**src/rtl/complex_div_pkg.sv**
```systemverilog
// Shared widths and FSM encoding for the iterative complex divider.
package complex_div_pkg;

  localparam int unsigned WIDTH  = 8;
  localparam int unsigned FRAC   = 7;
  localparam int unsigned NUM_W  = 2 * WIDTH + 1;
  localparam int unsigned DEN_W  = 2 * WIDTH;
  localparam int unsigned DIVD_W = NUM_W + FRAC;
  localparam int unsigned Q_W    = WIDTH + FRAC + 1;
  localparam int unsigned N      = 2 * WIDTH + FRAC + 1;
  // Counter spans the N restoring steps plus one result-capture slot
  localparam int unsigned CNT_W  = $clog2(N + 1);

  typedef enum logic [1:0] {
    IDLE = 2'd0,
    PREP = 2'd1,
    DIV  = 2'd2,
    DONE = 2'd3
  } state_e;

endpackage

```
**src/rtl/complex_div_if.sv**
```systemverilog
// Operand/result handshake bundle for complex_div.
interface complex_div_if;
  import complex_div_pkg::*;

  logic                    in_valid_i;
  logic                    in_ready_o;
  logic signed [WIDTH-1:0] a_real_i;
  logic signed [WIDTH-1:0] a_imag_i;
  logic signed [WIDTH-1:0] b_real_i;
  logic signed [WIDTH-1:0] b_imag_i;
  logic                    out_valid_o;
  logic                    out_ready_i;
  logic signed [Q_W-1:0]   q_real_o;
  logic signed [Q_W-1:0]   q_imag_o;
  logic                    dbz_o;

  modport master (
    output in_valid_i, a_real_i, a_imag_i, b_real_i, b_imag_i, out_ready_i,
    input  in_ready_o, out_valid_o, q_real_o, q_imag_o, dbz_o
  );

  modport slave (
    input  in_valid_i, a_real_i, a_imag_i, b_real_i, b_imag_i, out_ready_i,
    output in_ready_o, out_valid_o, q_real_o, q_imag_o, dbz_o
  );

endinterface

```
**src/rtl/complex_div_seq_udiv.sv**
```systemverilog
// Unsigned restoring divider: loads on start, produces one quotient bit per step.
module seq_udiv
  import complex_div_pkg::*;
(
  input  logic              clk_i,
  input  logic              rst_n_i,
  input  logic              start,
  input  logic              step,
  input  logic [DIVD_W-1:0] dividend,
  input  logic [DEN_W-1:0]  divisor,
  output logic [DIVD_W-1:0] quotient
);

  logic [DEN_W-1:0]  rem_q;
  logic [DEN_W-1:0]  div_q;
  logic [DIVD_W-1:0] quo_q;
  logic [DEN_W:0]    trial_c;
  logic              fits_c;

  // Dividend bits shift out of the quotient register as quotient bits shift in
  always_comb begin
    trial_c = {rem_q, quo_q[DIVD_W-1]};
    fits_c  = (trial_c >= {1'b0, div_q});
  end

  always_ff @(posedge clk_i or negedge rst_n_i) begin
    if (!rst_n_i) begin
      rem_q <= '0;
      div_q <= '0;
      quo_q <= '0;
    end else if (start) begin
      rem_q <= '0;
      div_q <= divisor;
      quo_q <= dividend;
    end else if (step) begin
      if (fits_c) begin
        rem_q <= DEN_W'(trial_c - {1'b0, div_q});
        quo_q <= {quo_q[DIVD_W-2:0], 1'b1};
      end else begin
        rem_q <= trial_c[DEN_W-1:0];
        quo_q <= {quo_q[DIVD_W-2:0], 1'b0};
      end
    end
  end

  assign quotient = quo_q;

endmodule

```
**src/rtl/complex_div.sv**
```systemverilog
// Iterative signed complex divider q = a / b with fixed latency and valid/ready handshakes.
module complex_div
  import complex_div_pkg::*;
(
  input  logic         clk_i,
  input  logic         rst_n_i,
  complex_div_if.slave bus
);

  state_e                  state_q, state_d;
  logic [CNT_W-1:0]        cnt_q, cnt_d;
  logic                    accept_c, start_c, step_c, finish_c, consume_c;

  logic signed [WIDTH-1:0] ar_q, ai_q, br_q, bi_q;
  logic                    nr_neg_q, ni_neg_q, dbz_pend_q;
  logic                    in_ready_q, out_valid_q, dbz_q;
  logic signed [Q_W-1:0]   q_real_q, q_imag_q;

  logic signed [NUM_W-1:0] p_rr, p_ii, p_ir, p_ri, p_bb, p_cc, den_sum;
  logic signed [NUM_W-1:0] nr_c, ni_c;
  logic [NUM_W-1:0]        nr_abs_c, ni_abs_c;
  logic [DEN_W-1:0]        den_c;
  logic [DIVD_W-1:0]       quo_r, quo_i;
  logic signed [Q_W-1:0]   mag_r, mag_i, q_real_c, q_imag_c;
  logic                    unused_hi;

  always_ff @(posedge clk_i or negedge rst_n_i) begin
    if (!rst_n_i) begin
      state_q <= IDLE;
      cnt_q   <= '0;
    end else begin
      state_q <= state_d;
      cnt_q   <= cnt_d;
    end
  end

  always_comb begin
    state_d   = state_q;
    cnt_d     = cnt_q;
    accept_c  = 1'b0;
    start_c   = 1'b0;
    step_c    = 1'b0;
    finish_c  = 1'b0;
    consume_c = 1'b0;
    case (state_q)
      IDLE: begin
        if (bus.in_valid_i && in_ready_q) begin
          accept_c = 1'b1;
          state_d  = PREP;
        end
      end
      PREP: begin
        start_c = 1'b1;
        cnt_d   = '0;
        state_d = DIV;
      end
      DIV: begin
        // Slots 0..N-1 are restoring steps; slot N captures the finished quotients
        if (cnt_q == CNT_W'(N)) begin
          finish_c = 1'b1;
          state_d  = DONE;
        end else begin
          step_c = 1'b1;
          cnt_d  = cnt_q + CNT_W'(1);
        end
      end
      DONE: begin
        if (bus.out_ready_i) begin
          consume_c = 1'b1;
          state_d   = IDLE;
        end
      end
      default: state_d = IDLE;
    endcase
  end

  // Cross products and divisor energy from the captured operands
  always_comb begin
    p_rr     = NUM_W'(ar_q) * NUM_W'(br_q);
    p_ii     = NUM_W'(ai_q) * NUM_W'(bi_q);
    p_ir     = NUM_W'(ai_q) * NUM_W'(br_q);
    p_ri     = NUM_W'(ar_q) * NUM_W'(bi_q);
    p_bb     = NUM_W'(br_q) * NUM_W'(br_q);
    p_cc     = NUM_W'(bi_q) * NUM_W'(bi_q);
    nr_c     = p_rr + p_ii;
    ni_c     = p_ir - p_ri;
    den_sum  = p_bb + p_cc;
    den_c    = DEN_W'(den_sum);
    nr_abs_c = nr_c[NUM_W-1] ? NUM_W'(-nr_c) : NUM_W'(nr_c);
    ni_abs_c = ni_c[NUM_W-1] ? NUM_W'(-ni_c) : NUM_W'(ni_c);
  end

  seq_udiv u_div_real (
    .clk_i    (clk_i),
    .rst_n_i  (rst_n_i),
    .start    (start_c),
    .step     (step_c),
    .dividend ({nr_abs_c, {FRAC{1'b0}}}),
    .divisor  (den_c),
    .quotient (quo_r)
  );

  seq_udiv u_div_imag (
    .clk_i    (clk_i),
    .rst_n_i  (rst_n_i),
    .start    (start_c),
    .step     (step_c),
    .dividend ({ni_abs_c, {FRAC{1'b0}}}),
    .divisor  (den_c),
    .quotient (quo_i)
  );

  // Magnitude never exceeds 2^(WIDTH-1+FRAC), so the upper quotient bits are always zero
  assign unused_hi = ^{quo_r[DIVD_W-1:Q_W], quo_i[DIVD_W-1:Q_W]};
  assign mag_r     = Q_W'(quo_r);
  assign mag_i     = Q_W'(quo_i);
  assign q_real_c  = nr_neg_q ? -mag_r : mag_r;
  assign q_imag_c  = ni_neg_q ? -mag_i : mag_i;

  always_ff @(posedge clk_i or negedge rst_n_i) begin
    if (!rst_n_i) begin
      ar_q        <= '0;
      ai_q        <= '0;
      br_q        <= '0;
      bi_q        <= '0;
      nr_neg_q    <= 1'b0;
      ni_neg_q    <= 1'b0;
      dbz_pend_q  <= 1'b0;
      in_ready_q  <= 1'b1;
      out_valid_q <= 1'b0;
      dbz_q       <= 1'b0;
      q_real_q    <= '0;
      q_imag_q    <= '0;
    end else begin
      if (accept_c) begin
        ar_q       <= bus.a_real_i;
        ai_q       <= bus.a_imag_i;
        br_q       <= bus.b_real_i;
        bi_q       <= bus.b_imag_i;
        in_ready_q <= 1'b0;
      end
      if (start_c) begin
        nr_neg_q   <= nr_c[NUM_W-1];
        ni_neg_q   <= ni_c[NUM_W-1];
        dbz_pend_q <= (den_c == '0);
      end
      if (finish_c) begin
        q_real_q    <= dbz_pend_q ? '0 : q_real_c;
        q_imag_q    <= dbz_pend_q ? '0 : q_imag_c;
        dbz_q       <= dbz_pend_q;
        out_valid_q <= 1'b1;
      end
      if (consume_c) begin
        out_valid_q <= 1'b0;
        in_ready_q  <= 1'b1;
      end
    end
  end

  assign bus.in_ready_o  = in_ready_q;
  assign bus.out_valid_o = out_valid_q;
  assign bus.q_real_o    = q_real_q;
  assign bus.q_imag_o    = q_imag_q;
  assign bus.dbz_o       = dbz_q;

endmodule
```
**src/flat_wrapper.sv**
```systemverilog
// flat-port wrapper written by rule: the top's interface ports become plain ports
module complex_div_flat import complex_div_pkg::*;
  (clk_i, rst_n_i, bus_in_valid_i, bus_a_real_i, bus_a_imag_i, bus_b_real_i, bus_b_imag_i, bus_out_ready_i, bus_in_ready_o, bus_out_valid_o, bus_q_real_o, bus_q_imag_o, bus_dbz_o);
  complex_div_if bus_i ();
  input  logic clk_i;
  input  logic rst_n_i;
  input wire logic [$bits(bus_i.in_valid_i)-1:0] bus_in_valid_i;
  input wire logic [$bits(bus_i.a_real_i)-1:0] bus_a_real_i;
  input wire logic [$bits(bus_i.a_imag_i)-1:0] bus_a_imag_i;
  input wire logic [$bits(bus_i.b_real_i)-1:0] bus_b_real_i;
  input wire logic [$bits(bus_i.b_imag_i)-1:0] bus_b_imag_i;
  input wire logic [$bits(bus_i.out_ready_i)-1:0] bus_out_ready_i;
  output wire logic [$bits(bus_i.in_ready_o)-1:0] bus_in_ready_o;
  output wire logic [$bits(bus_i.out_valid_o)-1:0] bus_out_valid_o;
  output wire logic [$bits(bus_i.q_real_o)-1:0] bus_q_real_o;
  output wire logic [$bits(bus_i.q_imag_o)-1:0] bus_q_imag_o;
  output wire logic [$bits(bus_i.dbz_o)-1:0] bus_dbz_o;
  assign bus_i.in_valid_i = bus_in_valid_i;
  assign bus_i.a_real_i = bus_a_real_i;
  assign bus_i.a_imag_i = bus_a_imag_i;
  assign bus_i.b_real_i = bus_b_real_i;
  assign bus_i.b_imag_i = bus_b_imag_i;
  assign bus_i.out_ready_i = bus_out_ready_i;
  assign bus_in_ready_o = bus_i.in_ready_o;
  assign bus_out_valid_o = bus_i.out_valid_o;
  assign bus_q_real_o = bus_i.q_real_o;
  assign bus_q_imag_o = bus_i.q_imag_o;
  assign bus_dbz_o = bus_i.dbz_o;
  complex_div u_core (.clk_i(clk_i), .rst_n_i(rst_n_i), .bus(bus_i));
endmodule
```
**config.mk**
```make
export PLATFORM = sky130hd
export DESIGN_NAME = complex_div_flat
export DESIGN_NICKNAME = d
export VERILOG_FILES = /design/src/rtl/complex_div_pkg.sv /design/src/rtl/complex_div_if.sv /design/src/rtl/complex_div_seq_udiv.sv /design/src/rtl/complex_div.sv /design/src/flat_wrapper.sv
export SDC_FILE = /design/constraint.sdc
export NUM_CORES = 1
export LEC_CHECK = 0
export CAP_MARGIN = 10
export CORE_MARGIN = 1
export CORE_UTILIZATION = 55
export CTS_CLUSTER_SIZE = 24
export DETAILED_ROUTE_END_ITERATION = 6
export PLACE_DENSITY = 0.75
export SLEW_MARGIN = 20
export SYNTH_ARGS = -nofsm -noshare
export SYNTH_HDL_FRONTEND = slang
export SYNTH_SLANG_ARGS = --single-unit
export TNS_END_PERCENT = 100
```
**constraint.sdc**
```tcl
create_clock -name clk_i -period 7.1 [get_ports clk_i]
set_clock_uncertainty 0.2 [all_clocks]
set_input_delay 0.71 -clock clk_i [delete_from_list [all_inputs] [get_ports clk_i]]
set_output_delay 0.71 -clock clk_i [all_outputs]
set_load 0.1 [all_outputs]
```
### Word level (Yosys, flattened, before mapping)

Index checks and enable logic that the tools add are counted.
Widths: inputs -> output; s select.

* bits in registers: 173
* output and inout port bits: 35
* logic and storage cells: 91

* add/subtract/negate cells: 10
* $mul: 6
* $lt $le $gt $ge: 2
* equality and inequality tests: 8
* muxes and demuxes: 37
* reduce and logical (&&, ||, !) cells: 9

Operators with widths (number)
* $mux 16: 10
* $mul 8x8->16: 6
* $mux 24: 4
* $ge 17x16->1: 2
* $mux 17: 2
* $neg 17->17: 2
* $neg 16->16: 2
* $sub 16x16->16: 2
* $add 17x17->17: 1
* $sub 17x17->17: 1
* $add 16x16->16: 1
* $logic_not 16->1: 1
* $mux 1: 15
* $pmux 5 s2: 1
* $pmux 2 s4: 1
* $reduce_bool 2->1: 4
* $mux 2: 3
* $add 5x1->5 const B: 1
* $eq 5x5->1 const B: 1
* $mux 5: 1
* $eq 2x2->1 const B: 2
* $ne 2x1->1 const B: 2
* $ne 2x2->1 const B: 2
* $reduce_and 3->1: 1
* 4 further kinds: 4

### Logic depth before layout (Yosys ltp)

* word-level depth: 5
* depth in mapped cells: 31
* depth with buffers taken out: 27

### Modules after synthesis

A second synthesis with hierarchy kept.

* cell total of the unflattened synthesis: 2887
* area total of the unflattened synthesis: 26633.0 um^2

Modules (own cells, without submodules)
* complex_div: instances 1, cells each 2093, area each 19623.8 um^2, sequential area each 1928.1 um^2
* seq_udiv: instances 2, cells each 397, area each 3504.6 um^2, sequential area each 1401.3 um^2

### Least setup slack after synthesis

Ideal clock, no wire load.

* kind: register -> register
* start point: register u_core.bi_q[7]
* end point: register u_core.dbz_pend_q
* arrival: 6.457 ns
* data required time: 6.805 ns
* slack: 0.347 ns
* stages on the path, launching flop included: 20
* period minus slack after synthesis: 6.753 ns
* cells stage by stage: dfrtp_1 -> inv_1 -> clkbuf_1 -> nor2_1 -> fa_1 -> fa_1 -> fa_1 -> inv_1 -> fa_1 -> fa_1 -> fa_1 -> inv_1 -> ha_1 -> nor3_1 -> nor2_1 -> a31oi_1 -> xnor2_1 -> or4_1 -> or4_1 -> o31ai_1

* word-level cells in the longest chain between the ends: 3

Ends and longest elaborated chain
* start: declaration: RTL line complex_div.sv:14 `logic signed [WIDTH-1:0] ar_q, ai_q, br_q, bi_q;`
* start signal: assignment: RTL line complex_div.sv:139 `bi_q <= bus.b_imag_i;`
* $mul 8x8->16: RTL line complex_div.sv:84 `p_cc = NUM_W'(bi_q) * NUM_W'(bi_q);`
* $add 16x16->16: RTL line complex_div.sv:87 `den_sum = p_bb + p_cc;`
* $logic_not 16->1: RTL line complex_div.sv:145 `dbz_pend_q <= (den_c == '0);`
* end signal: assignment: RTL line complex_div.sv:145
* end: declaration: RTL line complex_div.sv:15 `logic nr_neg_q, ni_neg_q, dbz_pend_q;`

No other way between the ends.
A chain may end at the register's enable or synchronous reset.

### Worst setup path after layout

* start point: register u_core.bi_q[0]
* end point: register u_core.dbz_pend_q

Same word-level chain as after synthesis.

==> run_summary.xml <==
<?xml version="1.0" encoding="UTF-8"?>
<metrics>
  <group name="run_status">
    <metric name="outcome" unit="">complete, no violations</metric>
  </group>
  <group name="sta">
    <metric name="maxClockFrequency" unit="MHz">148.0</metric>
    <metric name="final-max-slew-violation-count" unit="">0</metric>
    <metric name="final-setup-viol-count" unit="">0</metric>
    <metric name="worst_pin_slew" unit="ns">1.045</metric>
    <metric name="fin_crit_sh" unit="">0.9519</metric>
    <metric name="setup_tns" unit="ns">0</metric>
    <metric name="slew_headroom" unit="">0.3011</metric>
    <metric name="rsz_0062_raised_after_global_routing" unit="">false</metric>
    <metric name="period_needed" unit="ns">6.758</metric>
    <metric name="finalHoldViolations" unit="">0</metric>
  </group>
  <group name="final_layout">
    <metric name="area_delta_synth_final" unit="%">8.090</metric>
    <metric name="fraction_of_layout_cells_with_a_size_suffix_above_1" unit="">0.05976</metric>
    <metric name="most-common-layout-cells" unit="">sky130_fd_sc_hd__inv_1 (584), sky130_fd_sc_hd__fa_1 (341), sky130_fd_sc_hd__nand2_1 (285)</metric>
    <metric name="diodes" unit="">0</metric>
    <metric name="layout.cells.most_common" unit="">sky130_fd_sc_hd__inv_1</metric>
    <metric name="final_cell_count_no_fill" unit="">3677</metric>
    <metric name="finalNetCount" unit="">3664</metric>
    <metric name="fin_area" unit="um2">28690</metric>
  </group>
  <group name="power">
    <metric name="internal_power" unit="mW">1.504</metric>
    <metric name="total_leakage_power" unit="nW">14.33</metric>
    <metric name="power.switching" unit="mW">0.5076</metric>
    <metric name="peakVddDrop" unit="mV">0.1601</metric>
    <metric name="clock_power_share" unit="">0.488</metric>
    <metric name="power.share.switching" unit="">0.2523</metric>
    <metric name="p_comb_frac" unit="">0.023</metric>
    <metric name="p_seq_frac" unit="">0.489</metric>
    <metric name="powerDensity" unit="nW/um2">70.13</metric>
  </group>
  <group name="global_route">
    <metric name="first_global_vias" unit="">21320</metric>
    <metric name="grt_usage" unit="">0.2743</metric>
    <metric name="grt_pass1_wl" unit="mm">107.9</metric>
    <metric name="grt_start_max_net_pins" unit="">85</metric>
    <metric name="initial_antenna_violation_count" unit="">0</metric>
    <metric name="grt-ovfl-total" unit="">0</metric>
  </group>
  <group name="critical_path">
    <metric name="worst_path_most_repeated_cell" unit="">sky130_fd_sc_hd__fa_1</metric>
    <metric name="worst-endpoint-required" unit="ns">7.28</metric>
    <metric name="critical_path.endpoint_type" unit="">register</metric>
    <metric name="critical_path.cell_chain" unit="">buf_4, inv_1, nor2_1, buf_4, fa_1, fa_1, fa_1, inv_1, fa_1, fa_1, fa_1, inv_1, ha_1, nor3_1, o21ai_0, a31oi_1, xnor2_1, or4_1, or4_1, o31ai_1</metric>
    <metric name="endpoint" unit="">u_core.dbz_pend_q</metric>
    <metric name="ff_to_ff_path_depth" unit="">20</metric>
    <metric name="critPathArrivalTime" unit="ns">6.94</metric>
    <metric name="setup.worst_path.start_class" unit="">register</metric>
    <metric name="crit-reg2reg-capture" unit="">u_core.dbz_pend_q</metric>
    <metric name="worst_r2r_startpoint" unit="">u_core.bi_q[0]</metric>
    <metric name="critical_path_depth" unit="">20</metric>
    <metric name="critical_path.top_delay_family" unit="">adder cells</metric>
    <metric name="regToRegSetupSlack" unit="ns">0.34</metric>
    <metric name="worst_setup_path_startpoint" unit="">u_core.bi_q[0]</metric>
    <metric name="worst-setup-path-type" unit="">register to register</metric>
    <metric name="critical_path.n_buffers_inverters" unit="">5</metric>
    <metric name="slowest_delay" unit="ns">0.55</metric>
    <metric name="crit_slowest_cell" unit="">sky130_fd_sc_hd__fa_1</metric>
    <metric name="crit_path_max_fanout" unit="">20</metric>
  </group>
  <group name="detailed_routing">
    <metric name="detailedRoute.firstIterationViolations" unit="">1474</metric>
    <metric name="via_per_inst" unit="">5.645</metric>
    <metric name="post-route-drc-count" unit="">0</metric>
    <metric name="route.antenna.remaining_nets" unit="">0</metric>
    <metric name="routed_wl" unit="mm">64.90</metric>
    <metric name="detailedRoute.firstPassIterationCount" unit="">5</metric>
    <metric name="avgRoutedWirePerCell" unit="um">17.65</metric>
    <metric name="vias" unit="">20760</metric>
  </group>
  <group name="die">
    <metric name="die_height" unit="um">221.7</metric>
    <metric name="io_pins" unit="">71</metric>
    <metric name="floorplan.core_area" unit="um2">47650</metric>
    <metric name="floorplan.die.width" unit="um">221.7</metric>
    <metric name="floorplan.rows" unit="">80</metric>
    <metric name="floorplan.initialDensity" unit="">0.5570</metric>
    <metric name="dieArea" unit="um2">49140</metric>
  </group>
  <group name="yosys">
    <metric name="post_synth_instance_area" unit="um2">26540</metric>
    <metric name="number_of_distinct_library_cells_after_synthesis" unit="">86</metric>
    <metric name="synthCells" unit="">3021</metric>
    <metric name="syn_avg_cell_area" unit="um2">8.785</metric>
    <metric name="synth.yosys.seq_area_share" unit="">0.1632</metric>
    <metric name="synth_async_sr_flop_share" unit="">1.000</metric>
    <metric name="yosys_warnings" unit="">0</metric>
    <metric name="synth-main-ff-cell" unit="">sky130_fd_sc_hd__dfrtp_1</metric>
    <metric name="netlist_top_cells_area" unit="">sky130_fd_sc_hd__fa_1 (26%), sky130_fd_sc_hd__dfrtp_1 (16%), sky130_fd_sc_hd__ha_1 (11%)</metric>
    <metric name="number_of_synthesized_register_bits" unit="">173</metric>
    <metric name="synth_edf_count" unit="">0</metric>
    <metric name="synth_fp_nets" unit="">3636</metric>
    <metric name="post-synth-top-area-fraction" unit="">0.2572</metric>
    <metric name="synth_top_cell_by_area" unit="">sky130_fd_sc_hd__fa_1</metric>
  </group>
  <group name="clock_network">
    <metric name="root_buffer" unit="">sky130_fd_sc_hd__clkbuf_16</metric>
    <metric name="worst_skew_pair.late_latency" unit="ns">0.48</metric>
    <metric name="clock_tree_from_tritoncts" unit="">built</metric>
    <metric name="clock_buffers_created_by_tritoncts" unit="">17</metric>
    <metric name="clock_path_buffers" unit="">2</metric>
    <metric name="clkSinkCount" unit="">173</metric>
    <metric name="clk_transition_reported_paths" unit="ns">0.08</metric>
    <metric name="cts.htree.levels" unit="">4</metric>
  </group>
  <group name="placed_design">
    <metric name="finalWeightedCongestion" unit="">0.9113</metric>
    <metric name="port_buffers" unit="">70</metric>
    <metric name="detail_placement_hpwl" unit="mm">51.77</metric>
    <metric name="dpl-instance-area" unit="um2">28000</metric>
    <metric name="place.detailed.instances" unit="">3644</metric>
  </group>
  <group name="flow_run">
    <metric name="drv.max_cap_violation_count" unit="">0</metric>
  </group>
  <group name="min_path">
    <metric name="worstHoldPathType" unit="">input port to asynchronous set/reset pin</metric>
  </group>
</metrics>
-- sequential cells by signal (all words and copies together) (netlist names) --
signal                      count
u_core.u_div_imag.quotient     24
u_core.u_div_real.quotient     24
u_core.bus.q_imag_o            16
u_core.bus.q_real_o            16
u_core.u_div_imag.rem_q        16
u_core.u_div_real.div_q        16
u_core.u_div_real.rem_q        16
u_core.ai_q                     8
u_core.ar_q                     8
u_core.bi_q                     8
u_core.br_q                     8
u_core.cnt_q                    5
u_core.state_q                  2
u_core.bus.dbz_o                1
u_core.bus.in_ready_o           1
u_core.bus.out_valid_o          1
u_core.dbz_pend_q               1
u_core.ni_neg_q                 1
u_core.nr_neg_q                 1
-- cells in the mapped netlist, types with 8 or more instances --
cell type and number:
sky130_fd_sc_hd__clkbuf_1 104, sky130_fd_sc_hd__mux2_2 37, sky130_fd_sc_hd__a22o_1 30, sky130_fd_sc_hd__o21ai_0 103, sky130_fd_sc_hd__a21o_1 46, sky130_fd_sc_hd__nor4_1 9, sky130_fd_sc_hd__o21bai_1 22, sky130_fd_sc_hd__nor2b_1 28
sky130_fd_sc_hd__a211oi_1 20, sky130_fd_sc_hd__nand2b_1 20, sky130_fd_sc_hd__and3_1 35, sky130_fd_sc_hd__a221oi_1 8, sky130_fd_sc_hd__xor2_1 37, sky130_fd_sc_hd__inv_1 584, sky130_fd_sc_hd__mux2i_1 13, sky130_fd_sc_hd__nor2_1 97
sky130_fd_sc_hd__or3_1 34, sky130_fd_sc_hd__nor3_1 46, sky130_fd_sc_hd__o211ai_1 15, sky130_fd_sc_hd__a221o_1 9, sky130_fd_sc_hd__nand4_1 11, sky130_fd_sc_hd__a31oi_1 23, sky130_fd_sc_hd__nand2_1 286, sky130_fd_sc_hd__a21oi_1 115
sky130_fd_sc_hd__dfrtp_1 172, sky130_fd_sc_hd__ha_1 238, sky130_fd_sc_hd__and2_1 204, sky130_fd_sc_hd__o31ai_1 17, sky130_fd_sc_hd__fa_1 341, sky130_fd_sc_hd__nand3_1 40, sky130_fd_sc_hd__or2_2 11, sky130_fd_sc_hd__o21a_1 12
sky130_fd_sc_hd__xnor2_1 133
-- through the flow --
step / total power, mW / util / hold slack (ns) / worst slack (ns)
after floorplan: 1.004 / - / 0.2144 / 0.3473
after global placement: 1.051 / 0.5876 / 0.2658 / 0.2939
after detailed placement: 1.051 / 0.5876 / 0.2763 / 0.09788
after CTS: 2.030 / 0.6002 / 0.1252 / 0.06298
after global routing: 2.068 / 0.6021 / 0.1481 / 0.004510
final: 2.012 / 0.6021 / 0.1051 / 0.3416
-- power by group through the flow --
stage / Clock, mW / Combinational, mW / Sequential (mW)
2_1_floorplan: 0 / 0.000211 / 1.00
3_3_place_gp: 0 / 0.0468 / 1.00
3_5_place_dp: 0 / 0.0470 / 1.00
4_1_cts: 0.999 / 0.0473 / 0.985
5_1_grt: 1.03 / 0.0500 / 0.984
6_report: 0.982 / 0.0454 / 0.985
-- cells by family after synthesis --
family                   count (synthesis)  share of synthesized area
multiplexers                            50                    0.02060
AO/OA/AOI/OAI                          494                     0.1259
buffers and inverters                  698                    0.09915
XOR/XNOR                               170                    0.05610
adder cells (fa/ha/maj)                579                     0.3694
AND/OR/NAND/NOR                        857                     0.1657
flip-flops                             173                     0.1632
-- repair_timing --
action / in CTS / in global routing
gates resized for setup: 0 / 24
hold buffers: 0 / 0
setup buffers: 0 / 1
endpoints found under the setup margin: 0 / 26
-- layer usage --
metal / vias up / track usage / wire, um
met1: 10270 / 0.3670 / 28640
li1: 9783 / - / -
met3: 119 / 0.03923 / 3201
met4: 0 / 0.1082 / 2491
met2: 584 / 0.4502 / 30560
met5: - / 0 / 0
-- final cells by class --
class | instances | area (um2)
fillers | 4067 | 18960
clock buffers | 17 | 425.4
multi-input cells | 2150 | 19660
repair buffers | 123 | 1115
well taps | 615 | 769.5
flip-flops and latches | 173 | 4349
inverters | 584 | 2192
clock inverters | 15 | 175.2
-- how the worst min path moves through the flow --
stage / slack [ns] / endpoint / start / cells past startpoint
2_1_floorplan: 0.21 / u_core.ai_q[0] / rst_n_i / 0
3_3_place_gp: 0.27 / u_core.bus.q_imag_o[0] / u_core.bus.q_imag_o[0] / 2
4_1_cts: 0.13 / u_core.u_div_imag.quotient[19] / rst_n_i / 1
6_report: 0.11 / u_core.u_div_imag.quotient[19] / rst_n_i / 1
5_1_grt: 0.15 / u_core.u_div_imag.quotient[19] / rst_n_i / 1
3_5_place_dp: 0.28 / u_core.bus.q_imag_o[0] / u_core.bus.q_imag_o[0] / 2
Power figures use the tool's default switching activity.
